--- config.mk ---
export PLATFORM = sky130hd
export DESIGN_NAME = pcie_hip_st_bridge
export DESIGN_NICKNAME = d
export VERILOG_FILES = /design/src/rtl/pcie_hip_st_bridge.sv
export SDC_FILE = /design/constraint.sdc
export NUM_CORES = 1
export LEC_CHECK = 0
export BUFFER_PORTS_ARGS = -buffer_cell sky130_fd_sc_hd__buf_2
export CAP_MARGIN = 10
export CORE_MARGIN = 2
export CORE_UTILIZATION = 45
export CTS_CLUSTER_SIZE = 8
export DETAILED_ROUTE_END_ITERATION = 10
export GPL_TIMING_DRIVEN = 0
export PLACE_DENSITY = 0.77
export RECOVER_POWER = 25
export SYNTH_ARGS = -nofsm -noshare
export SYNTH_HDL_FRONTEND = slang
export SYNTH_SLANG_ARGS = --single-unit
export TNS_END_PERCENT = 10
--- constraint.sdc ---
create_clock -name pld_clk -period 27 [get_ports pld_clk]
set_input_delay 1.35 -clock pld_clk [delete_from_list [all_inputs] [get_ports pld_clk]]
set_output_delay 1.35 -clock pld_clk [all_outputs]
set_load 0.01 [all_outputs]
--- src/rtl/pcie_hip_st_bridge.sv ---
// Avalon-ST bridge between the PCIe hard IP and RIFFA: absorbs HIP ready latency on RX/TX
// and serialises MSI triggers into the app_msi_req/ack handshake.
module pcie_hip_st_bridge #(
  parameter int C_DATA_WIDTH = 128,
  parameter int C_RX_LATENCY = 2,
  parameter int C_TX_LATENCY = 2,
  parameter int C_RX_DEPTH   = 8,
  localparam int C_EMPTY_W   = (C_DATA_WIDTH > 128) ? $clog2(C_DATA_WIDTH / 64) : 1
) (
  input  logic                    pld_clk,
  input  logic                    npor,
  input  logic                    hip_rx_st_sop,
  input  logic                    hip_rx_st_eop,
  input  logic                    hip_rx_st_valid,
  input  logic [C_DATA_WIDTH-1:0] hip_rx_st_data,
  input  logic [C_EMPTY_W-1:0]    hip_rx_st_empty,
  output logic                    hip_rx_st_ready,
  output logic                    app_rx_sop,
  output logic                    app_rx_eop,
  output logic                    app_rx_valid,
  output logic [C_DATA_WIDTH-1:0] app_rx_data,
  output logic [C_EMPTY_W-1:0]    app_rx_empty,
  input  logic                    app_rx_ready,
  input  logic                    app_tx_sop,
  input  logic                    app_tx_eop,
  input  logic                    app_tx_valid,
  input  logic [C_DATA_WIDTH-1:0] app_tx_data,
  input  logic [C_EMPTY_W-1:0]    app_tx_empty,
  output logic                    app_tx_ready,
  output logic                    hip_tx_st_sop,
  output logic                    hip_tx_st_eop,
  output logic                    hip_tx_st_valid,
  output logic [C_DATA_WIDTH-1:0] hip_tx_st_data,
  output logic [C_EMPTY_W-1:0]    hip_tx_st_empty,
  input  logic                    hip_tx_st_ready,
  input  logic                    msi_trig,
  input  logic [4:0]              msi_num,
  output logic                    hip_app_msi_req,
  output logic [4:0]              hip_app_msi_num,
  input  logic                    hip_app_msi_ack,
  output logic                    rx_overflow,
  output logic                    tx_proto_err,
  output logic                    msi_drop
);

  localparam int PW = $clog2(C_RX_DEPTH) + 1;
  localparam int AW = PW - 1;
  localparam int EW = C_DATA_WIDTH + C_EMPTY_W + 2;

  // ---------------- RX buffer ----------------
  logic [EW-1:0] rx_mem [C_RX_DEPTH];
  logic [PW-1:0] wr_ptr_reg, rd_ptr_reg;
  logic [PW-1:0] rx_count, rx_count_next, rx_free_next;
  logic          rx_empty, rx_full, rx_push, rx_pop;
  logic          rx_ready_reg, rx_overflow_reg;
  logic [EW-1:0] rx_head;

  assign rx_count      = wr_ptr_reg - rd_ptr_reg;
  assign rx_empty      = (rx_count == '0);
  assign rx_full       = (rx_count == PW'(C_RX_DEPTH));
  assign rx_pop        = !rx_empty && app_rx_ready;
  // A full buffer still accepts a beat when the head leaves in the same cycle.
  assign rx_push       = hip_rx_st_valid && (!rx_full || rx_pop);
  assign rx_count_next = rx_count + PW'(rx_push) - PW'(rx_pop);
  assign rx_free_next  = PW'(C_RX_DEPTH) - rx_count_next;

  always_ff @(posedge pld_clk) begin
    if (rx_push)
      rx_mem[wr_ptr_reg[AW-1:0]] <= {hip_rx_st_sop, hip_rx_st_eop, hip_rx_st_empty, hip_rx_st_data};
  end

  always_ff @(posedge pld_clk or negedge npor) begin
    if (!npor) begin
      wr_ptr_reg      <= '0;
      rd_ptr_reg      <= '0;
      rx_ready_reg    <= 1'b0;
      rx_overflow_reg <= 1'b0;
    end else begin
      if (rx_push) wr_ptr_reg <= wr_ptr_reg + PW'(1);
      if (rx_pop)  rd_ptr_reg <= rd_ptr_reg + PW'(1);
      rx_ready_reg <= (rx_free_next >= PW'(C_RX_LATENCY + 2));
      if (hip_rx_st_valid && rx_full && !rx_pop) rx_overflow_reg <= 1'b1;
    end
  end

  assign rx_head         = rx_mem[rd_ptr_reg[AW-1:0]];
  assign hip_rx_st_ready = rx_ready_reg;
  assign rx_overflow     = rx_overflow_reg;
  assign app_rx_valid    = !rx_empty;
  assign {app_rx_sop, app_rx_eop, app_rx_empty, app_rx_data} = rx_empty ? '0 : rx_head;

  // ---------------- TX path ----------------
  logic [C_TX_LATENCY-1:0] rdy_sr_reg;
  logic                    in_pkt_reg, tx_proto_err_reg;

  always_ff @(posedge pld_clk or negedge npor) begin
    if (!npor) begin
      rdy_sr_reg       <= '0;
      in_pkt_reg       <= 1'b0;
      tx_proto_err_reg <= 1'b0;
    end else begin
      rdy_sr_reg <= C_TX_LATENCY'({rdy_sr_reg, hip_tx_st_ready});
      if (hip_tx_st_valid) begin
        // Legal only when sop opens a packet or a non-sop beat continues one.
        if (app_tx_sop == in_pkt_reg) tx_proto_err_reg <= 1'b1;
        if (app_tx_eop)      in_pkt_reg <= 1'b0;
        else if (app_tx_sop) in_pkt_reg <= 1'b1;
      end
    end
  end

  assign app_tx_ready    = rdy_sr_reg[C_TX_LATENCY-1];
  assign hip_tx_st_valid = app_tx_valid && app_tx_ready;
  assign hip_tx_st_sop   = app_tx_sop;
  assign hip_tx_st_eop   = app_tx_eop;
  assign hip_tx_st_data  = app_tx_data;
  assign hip_tx_st_empty = app_tx_empty;
  assign tx_proto_err    = tx_proto_err_reg;

  // ---------------- MSI handshake ----------------
  typedef enum logic [1:0] {MSI_IDLE, MSI_REQ, MSI_GAP} msi_state_t;
  msi_state_t msi_state_reg;
  logic       msi_req_reg, pending_v_reg, msi_drop_reg;
  logic [4:0] msi_num_reg, pending_num_reg;
  logic       msi_consume, msi_direct, msi_busy_trig, msi_store;

  assign msi_consume   = (msi_state_reg == MSI_GAP) && pending_v_reg;
  // A trigger in GAP with nothing pending is queued and consumed at once, so it goes straight to REQ.
  assign msi_direct    = (msi_state_reg == MSI_GAP) && !pending_v_reg && msi_trig;
  assign msi_busy_trig = msi_trig && (msi_state_reg != MSI_IDLE) && !msi_direct;
  assign msi_store     = msi_busy_trig && (!pending_v_reg || msi_consume);

  always_ff @(posedge pld_clk or negedge npor) begin
    if (!npor) begin
      msi_state_reg   <= MSI_IDLE;
      msi_req_reg     <= 1'b0;
      msi_num_reg     <= '0;
      pending_v_reg   <= 1'b0;
      pending_num_reg <= '0;
      msi_drop_reg    <= 1'b0;
    end else begin
      case (msi_state_reg)
        MSI_IDLE: if (msi_trig) begin
          msi_state_reg <= MSI_REQ;
          msi_req_reg   <= 1'b1;
          msi_num_reg   <= msi_num;
        end
        MSI_REQ: if (hip_app_msi_ack) begin
          msi_state_reg <= MSI_GAP;
          msi_req_reg   <= 1'b0;
        end
        MSI_GAP: if (pending_v_reg) begin
          msi_state_reg <= MSI_REQ;
          msi_req_reg   <= 1'b1;
          msi_num_reg   <= pending_num_reg;
        end else if (msi_trig) begin
          msi_state_reg <= MSI_REQ;
          msi_req_reg   <= 1'b1;
          msi_num_reg   <= msi_num;
        end else begin
          msi_state_reg <= MSI_IDLE;
        end
        default: msi_state_reg <= MSI_IDLE;
      endcase
      if (msi_store) begin
        pending_num_reg <= msi_num;
        pending_v_reg   <= 1'b1;
      end else if (msi_consume) begin
        pending_v_reg   <= 1'b0;
      end
      if (msi_busy_trig && !msi_store) msi_drop_reg <= 1'b1;
    end
  end

  assign hip_app_msi_req = msi_req_reg;
  assign hip_app_msi_num = msi_num_reg;
  assign msi_drop        = msi_drop_reg;

endmodule

==> impl_metrics.tcl, run 1 <==
set metrics [dict create \
    vdd_drop_max_uv 86.0 \
    cts_made_buffers 153 \
    synth_cell_types 39 \
    fin_util_pct 55.2 \
    core_area_um2 95000 \
    layout_worst_path_cycle_share_pct 22.6 \
    hold_path.class "reg2reg" \
    power_mw 6.35 \
    place.gp.congestion 0.798 \
    ys_ff_latch 1077 \
    worst_ep_required_time_ns 25.65 \
    leakagePower_nw 19.2 \
    ios 550 \
    seq_power_share_pct 34.6 \
    cts_tree "built" \
    switching_share_pct 35.6 \
    hold_violations 0 \
    critical-path-max-stage-delay_ns 0.60 \
    powerDensity_nw_per_um2 121 \
    ctsResizeCount 0 \
    yosysTopAreaCell "edfxtp_1" \
    ant_nets 0 \
    drt_pass1_iterations 5 \
    yosysMostFrequentCell "edfxtp_1" \
    path_cells "inv_1, ha_1, inv_1, fa_1, xnor2_1, ha_1, nand2_1, buf_2, clkbuf_1, and3_1, buf_2" \
    p_clk_share_pct 26.9 \
    drv_slew 0 \
    wl_mm 117 \
    wl_per_cell_um 25.8 \
    ys_warn_count 0 \
    cts.sinks 1077 \
    synth_area_um2 43200 \
    viasPerCell 5.52 \
    drive_gt1_share_pct 26.8 \
    synth_common_cells "1048 x edfxtp_1, 398 x mux2i_1, 138 x buf_4, 136 x a21oi_1, 133 x nor2b_1" \
    fin_cells 4540 \
    tns_ns 0 \
    gr-total-overflow 0 \
    synthFlopType "edfxtp_1" \
    slew_headroom_pct 37.8 \
    intPower_mw 4.09 \
    setup_viol 0 \
    clock.fmax_ghz 0.164 \
    largest_reg_flops 1048 \
    syn_inst 2519 \
    yosysSeqAreaShare_pct 74.6 \
    syn2layout_area_growth_pct 21.4 \
    cts.path.max_buffers 3 \
    dieArea_um2 98500 \
    port_buffers 420 \
    syn_nets 2810 \
    nNetsFinal 3521 \
    worst_slew_pin_slew_ns 0.929 \
    rsz0062_at_grt "no" \
    cap_violations 0 \
    worstPathArrival_ns 4.75 \
    worstSetupStartpointType "flop" \
    cts-root-buf "clkbuf_16" \
    grt_pass1_wl_mm 167 \
    vias 25100 \
    period_needed_ns 6.10 \
    hold_buffers 0 \
    synth_area_leaders "edfxtp_1 73%, mux2i_1 9.2%, buf_4 2.4%" \
    path_clk_slew_ns 0.05 \
    synth_edf_count 1048 \
    cp_top_family "buffers and inverters" \
    cp_max_fo 10 \
    clock_skew_ns 0.0387 \
    drt_iter0_drc 2440 \
    grt_usage_pct 23.4 \
    status "finished, final reports clean" \
    crit_type "reg2out" \
    die_h_um 314 \
    combPwrFrac_pct 38.5 \
    core.rowCount 113 \
    grt_pass1_vias 25100 \
    cts_post_setup_buffers_inserted 0 \
    p_sw_mw 2.26 \
    yosysTopAreaCellShare_pct 72.9 \
    avgSynthCellArea_um2 17.1 \
    htreeDepth 4 \
    worstSetupEndpointType "output port" \
    die-width_um 314 \
    dp_hpwl_mm 79.8 \
    cp.buffers_inverters 5 \
    antenna_found_initial 27 \
    clock_latency_ns 0.76 \
    grt_max_degree 30 \
    crit_path_top_delay_cell "nand2_1" \
    drc 0 \
    dp_cells 4340 \
    async_flop_share_pct 2.69 \
    initial_core_util_pct 45.4 \
]
-- stage by stage --
step	hold slack, ns	cell area, µm²	setup slack, ns
global placement	0.334	46900	-1.18
global route	0.361	52400	20.76
floorplan	0.331	43200	10.55
detailed placement	0.348	48300	21.70
finish	0.358	52400	20.90
CTS	0.361	52500	20.86
-- metal layers --
layer | GRT usage (%) | share of wire [%] | vias to the layer above
met5 | 0 | 0.17 | -
met4 | 8.33 | 2.9 | 30
met3 | 7.20 | 8.4 | 205
met2 | 39.9 | 51 | 1102
met1 | 28.0 | 38 | 12600
li1 | - | - | 11100
-- cell type report --
cell class                 instances  area (µm²)
multi-input combinational       1153        9040
antenna                            8        20.0
sequential                      1077       32200
buffer                           278        1950
clock buffer                     178        4010
timing repair buffer             556        3370
fill                            7308       42600
clock inverter                    14         230
tap                             1265        1580
inverter                          11        41.3
-- logic make-up after synthesis --
family          Yosys count  synth area share [%]
simple gates            304                  4.27
mux                     404                  9.38
compound gates          416                  6.42
xor+xnor                 12                 0.243
flops                  1077                  74.6
fa+ha+maj                17                 0.504
buf+inv                 289                  4.62
-- worst register-to-register path, cell delays in order, from the launching register on --
cell and delay (ns):
dfrtp_1 0.49, inv_1 0.22, ha_1 0.18, inv_1 0.06, fa_1 0.38, xnor2_1 0.21, ha_1 0.22, nand2b_1 0.19
a31oi_4 0.28, inv_1 0.21, nor4b_2 0.80, buf_6 0.24, buf_4 0.16, buf_4 0.18, buf_4 0.20, buf_4 0.21
buf_6 0.16, buf_4 0.19
-- final timing paths --
| check | slack [ns] | start | to | depth (start not counted) |
|---|---|---|---|---|
| max | 20.90 | wr_ptr_reg[0]$_DFFE_PN0P_ | app_rx_data[101] | 11 |
| max in group asynchronous | 25.94 | npor | rd_ptr_reg[3]$_DFFE_PN0P_ | 1 |
| min reg2reg | 0.36 | rdy_sr_reg[0]$_DFF_PN0_ | rdy_sr_reg[1]$_DFF_PN0_ | 0 |
| min | 0.36 | rdy_sr_reg[0]$_DFF_PN0_ | rdy_sr_reg[1]$_DFF_PN0_ | 0 |
| max reg2reg | 22.07 | wr_ptr_reg[0]$_DFFE_PN0P_ | rx_mem[2][81]$_DFFE_PP_ | 17 |
| min in group asynchronous | 0.62 | npor | rdy_sr_reg[1]$_DFF_PN0_ | 1 |
-- power by group through the flow --
stage                     clock network, mW  logic [mW]  registers, mW
after floorplan                           0        1.38           2.31
after global placement                    0        2.33           2.42
after detailed placement                  0        2.46           2.22
after CTS                              1.73        2.48           2.20
after global routing                   1.80        2.61           2.21
final                                  1.71        2.44           2.20
-- cell usage in the layout, fill, tap and decap left out, drive strengths merged, types with 6 or more instances in the layout --
master  Yosys  routed
edfxtp   1048    1048
mux2        6       6
ha         15      15
clkbuf     54     327
nor2b     133     133
mux2i     398     398
nand2      18      18
nor2        7       7
a22oi     131     131
o21ai      10      10
a21oi     136     136
clkinv      0       8
dfrtp      29      29
diode       0       8
and3      131     131
a211oi    131     131
buf       224     685
xnor2       9       9
inv        11      16
Note: power is estimated with default switching activity, not from simulation.
==> run 2: changes to the inputs <==
Settings changed: PLACE_DENSITY 0.77 to 0.79.
Clock period 27 ns to 5 ns, I/O delays scaled along.
==> run 2 against run 1 <==
Clock power rose to 5.3 times the previous value. Die area did not move. Combinational power rose to 5.5 times the previous value. Cell count rose by 2.1%. Worst hold slack got worse by 0.27 ns. Clock skew fell by 0.0084 ns. Global-route usage fell by 0.11 points. Utilization rose by 1.8 points. Critical path type unchanged. Critical endpoint is now app_rx_data[112].
==> impl_metrics.tcl, run 2 (synthesized netlist as in run 1, its figures left out) <==
set metrics [dict create \
    worstSetupEndpointType "output port" \
    vias 25500 \
    fin_area_um2 54200 \
    ant_nets 0 \
    crit_type "reg2out" \
    rsz0062_at_grt "no" \
    core.rowCount 113 \
    drive_gt1_share_pct 25.2 \
    cts.sinks 1077 \
    multi_input_area_um2 9130 \
    htreeDepth 4 \
    cts.path.max_buffers 3 \
    gr-total-overflow 0 \
    drv_slew 0 \
    num-fill-cells 7074 \
    cts_post_setup_buffers_inserted 0 \
    grt_max_degree 30 \
    place.gp.congestion 0.767 \
    cts-root-buf "clkbuf_16" \
    layout_worst_path_cycle_share_pct 92.1 \
    antenna_found_initial 20 \
    r2r_slack_ns 0.48 \
    die_h_um 314 \
    fin_cells 4634 \
    cts_made_buffers 152 \
    worstSetupStartpointType "flop" \
    viasPerCell 5.50 \
    r2r_start "wr_ptr_reg[0]$_DFFE_PN0P_" \
    final_common_cell "edfxtp_1" \
    clock_skew_ns 0.0303 \
    syn2layout_area_growth_pct 25.5 \
    tns_ns 0 \
    drc 0 \
    regArea_um2 32200 \
    grt_usage_pct 23.3 \
    dpl_cell_area_um2 48600 \
    cp.buffers_inverters 5 \
    layout_common_cells "1048 x edfxtp_1, 398 x mux2i_1, 379 x buf_2" \
    worstPathArrival_ns 4.36 \
    drt_pass1_iterations 6 \
    nNetsFinal 3618 \
    worst_ep_required_time_ns 4.75 \
    fin_util_pct 57.0 \
    path_clk_slew_ns 0.05 \
    period_needed_ns 4.61 \
    dieArea_um2 98500 \
    cap_violations 0 \
    clock.fmax_ghz 0.217 \
    ff2ff_path_depth 14 \
    r2r_end "rx_mem[2][56]$_DFFE_PP_" \
    path_cells "inv_4, ha_4, inv_2, fa_2, xnor2_2, ha_2, nand2_1, buf_2, clkbuf_1, and3_1, buf_2" \
    slew_headroom_pct 28.1 \
    largest_reg_flops 1048 \
    whs_ns 0.0913 \
    clock_latency_ns 0.73 \
    initial_core_util_pct 45.4 \
    status "finished, final reports clean" \
    vdd_drop_max_uv 402 \
    crit_path_top_delay_cell "buf_2" \
    port_buffers 420 \
    hold_path.class "in2async" \
    wl_per_cell_um 25.1 \
    cp_top_family "buffers and inverters" \
    worst_slew_pin_slew_ns 1.07 \
    drt_iter0_drc 2329 \
    crit_path_frequent_cell "buf_2" \
    critical-path-max-stage-delay_ns 0.56 \
    wl_mm 117 \
    die-width_um 314 \
    core_area_um2 95000 \
    dp_hpwl_mm 77.9 \
    cp_max_fo 10 \
    ios 550 \
    dp_cells 4291 \
    cts_tree "built" \
    grt_pass1_vias 25800 \
    leakagePower_nw 19.8 \
    grt_pass1_wl_mm 168 \
    powerDensity_nw_per_um2 637 \
    setup_viol 0 \
    hold_violations 0 \
]
## run 2: cell types whose count changed in the layout (fill, tap and decap cells not counted), moves of 4 or more
cell | previous run | this run
dlygate4sd3_1 | 0 | 147
buf_4 | 201 | 138
buf_6 | 102 | 69
buf_16 | 1 | 29
buf_8 | 8 | 29
clkbuf_1 | 170 | 156
buf_2 | 367 | 379
clkbuf_16 | 157 | 153
inv_1 | 11 | 7
## run 2: worst max-delay path by stage
stage / start / endpoint / slack [ns] / cells past startpoint
3_5_place_dp: wr_ptr_reg[0]$_DFFE_PN0P_ / rx_mem[2][63]$_DFFE_PP_ / 0.50 / 14
3_3_place_gp: wr_ptr_reg[0]$_DFFE_PN0P_ / rx_mem[1][78]$_DFFE_PP_ / -5.92 / 10
6_report: wr_ptr_reg[0]$_DFFE_PN0P_ / app_rx_data[112] / 0.39 / 11
5_1_grt: wr_ptr_reg[0]$_DFFE_PN0P_ / app_rx_data[113] / 0.23 / 12
2_1_floorplan: wr_ptr_reg[0]$_DFFE_PN0P_ / rx_mem[2][0]$_DFFE_PP_ / -1.83 / 10
4_1_cts: wr_ptr_reg[0]$_DFFE_PN0P_ / app_rx_data[92] / 0.28 / 11
## run 2: metrics by stage
stage          setup slack, ns  power (mW)
2_1_floorplan            -1.83        19.7
3_3_place_gp             -5.92        24.9
3_5_place_dp             0.500        25.5
4_1_cts                  0.280        34.7
5_1_grt                  0.232        36.0
6_report                 0.395        34.5
## run 2: report_power, final
group | internal, mW | switching, mW
clock network | 5.47 | 3.63
registers | 11.5 | 0.368
logic | 5.18 | 8.36
total | 22.2 | 12.4
## run 2: layout make-up
type / count / share of cell area [%]
sequential: 1077 / 59.4
inverter: 11 / 0.0878
multi-input combinational: 1153 / 16.9
buffer: 278 / 3.60
clock buffer: 172 / 7.20
antenna: 10 / 0.0462
timing repair buffer: 654 / 9.33
tap: 1265 / 2.92
clock inverter: 14 / 0.527
## run 2: timing repair
action / CTS / global route
setup endpoints to repair: 0 / 0
hold buffers: 147 / 0
resized for setup: 0 / 0
endpoints found under the hold margin: 1102 / 0
## run 2: layer usage
metal	vias up	part of all wire (%)	GRT usage [%]
li1	11300	-	-
met1	12700	37	28.0
met2	1202	51	39.8
met3	226	8.5	5.98
met4	20	3.6	9.54
met5	-	0.11	0
## run 2: worst register-to-register path, cell delays in order (launching register included)
cell        delay [ns]
dfrtp_2           0.52
inv_4             0.16
ha_4              0.14
inv_2             0.04
fa_2              0.34
xnor2_2           0.16
ha_2              0.18
nand2b_4          0.14
a31oi_4           0.25
clkinvlp_4        0.34
nor4b_4           1.02
buf_6             0.29
buf_8             0.19
buf_6             0.21
buf_6             0.21
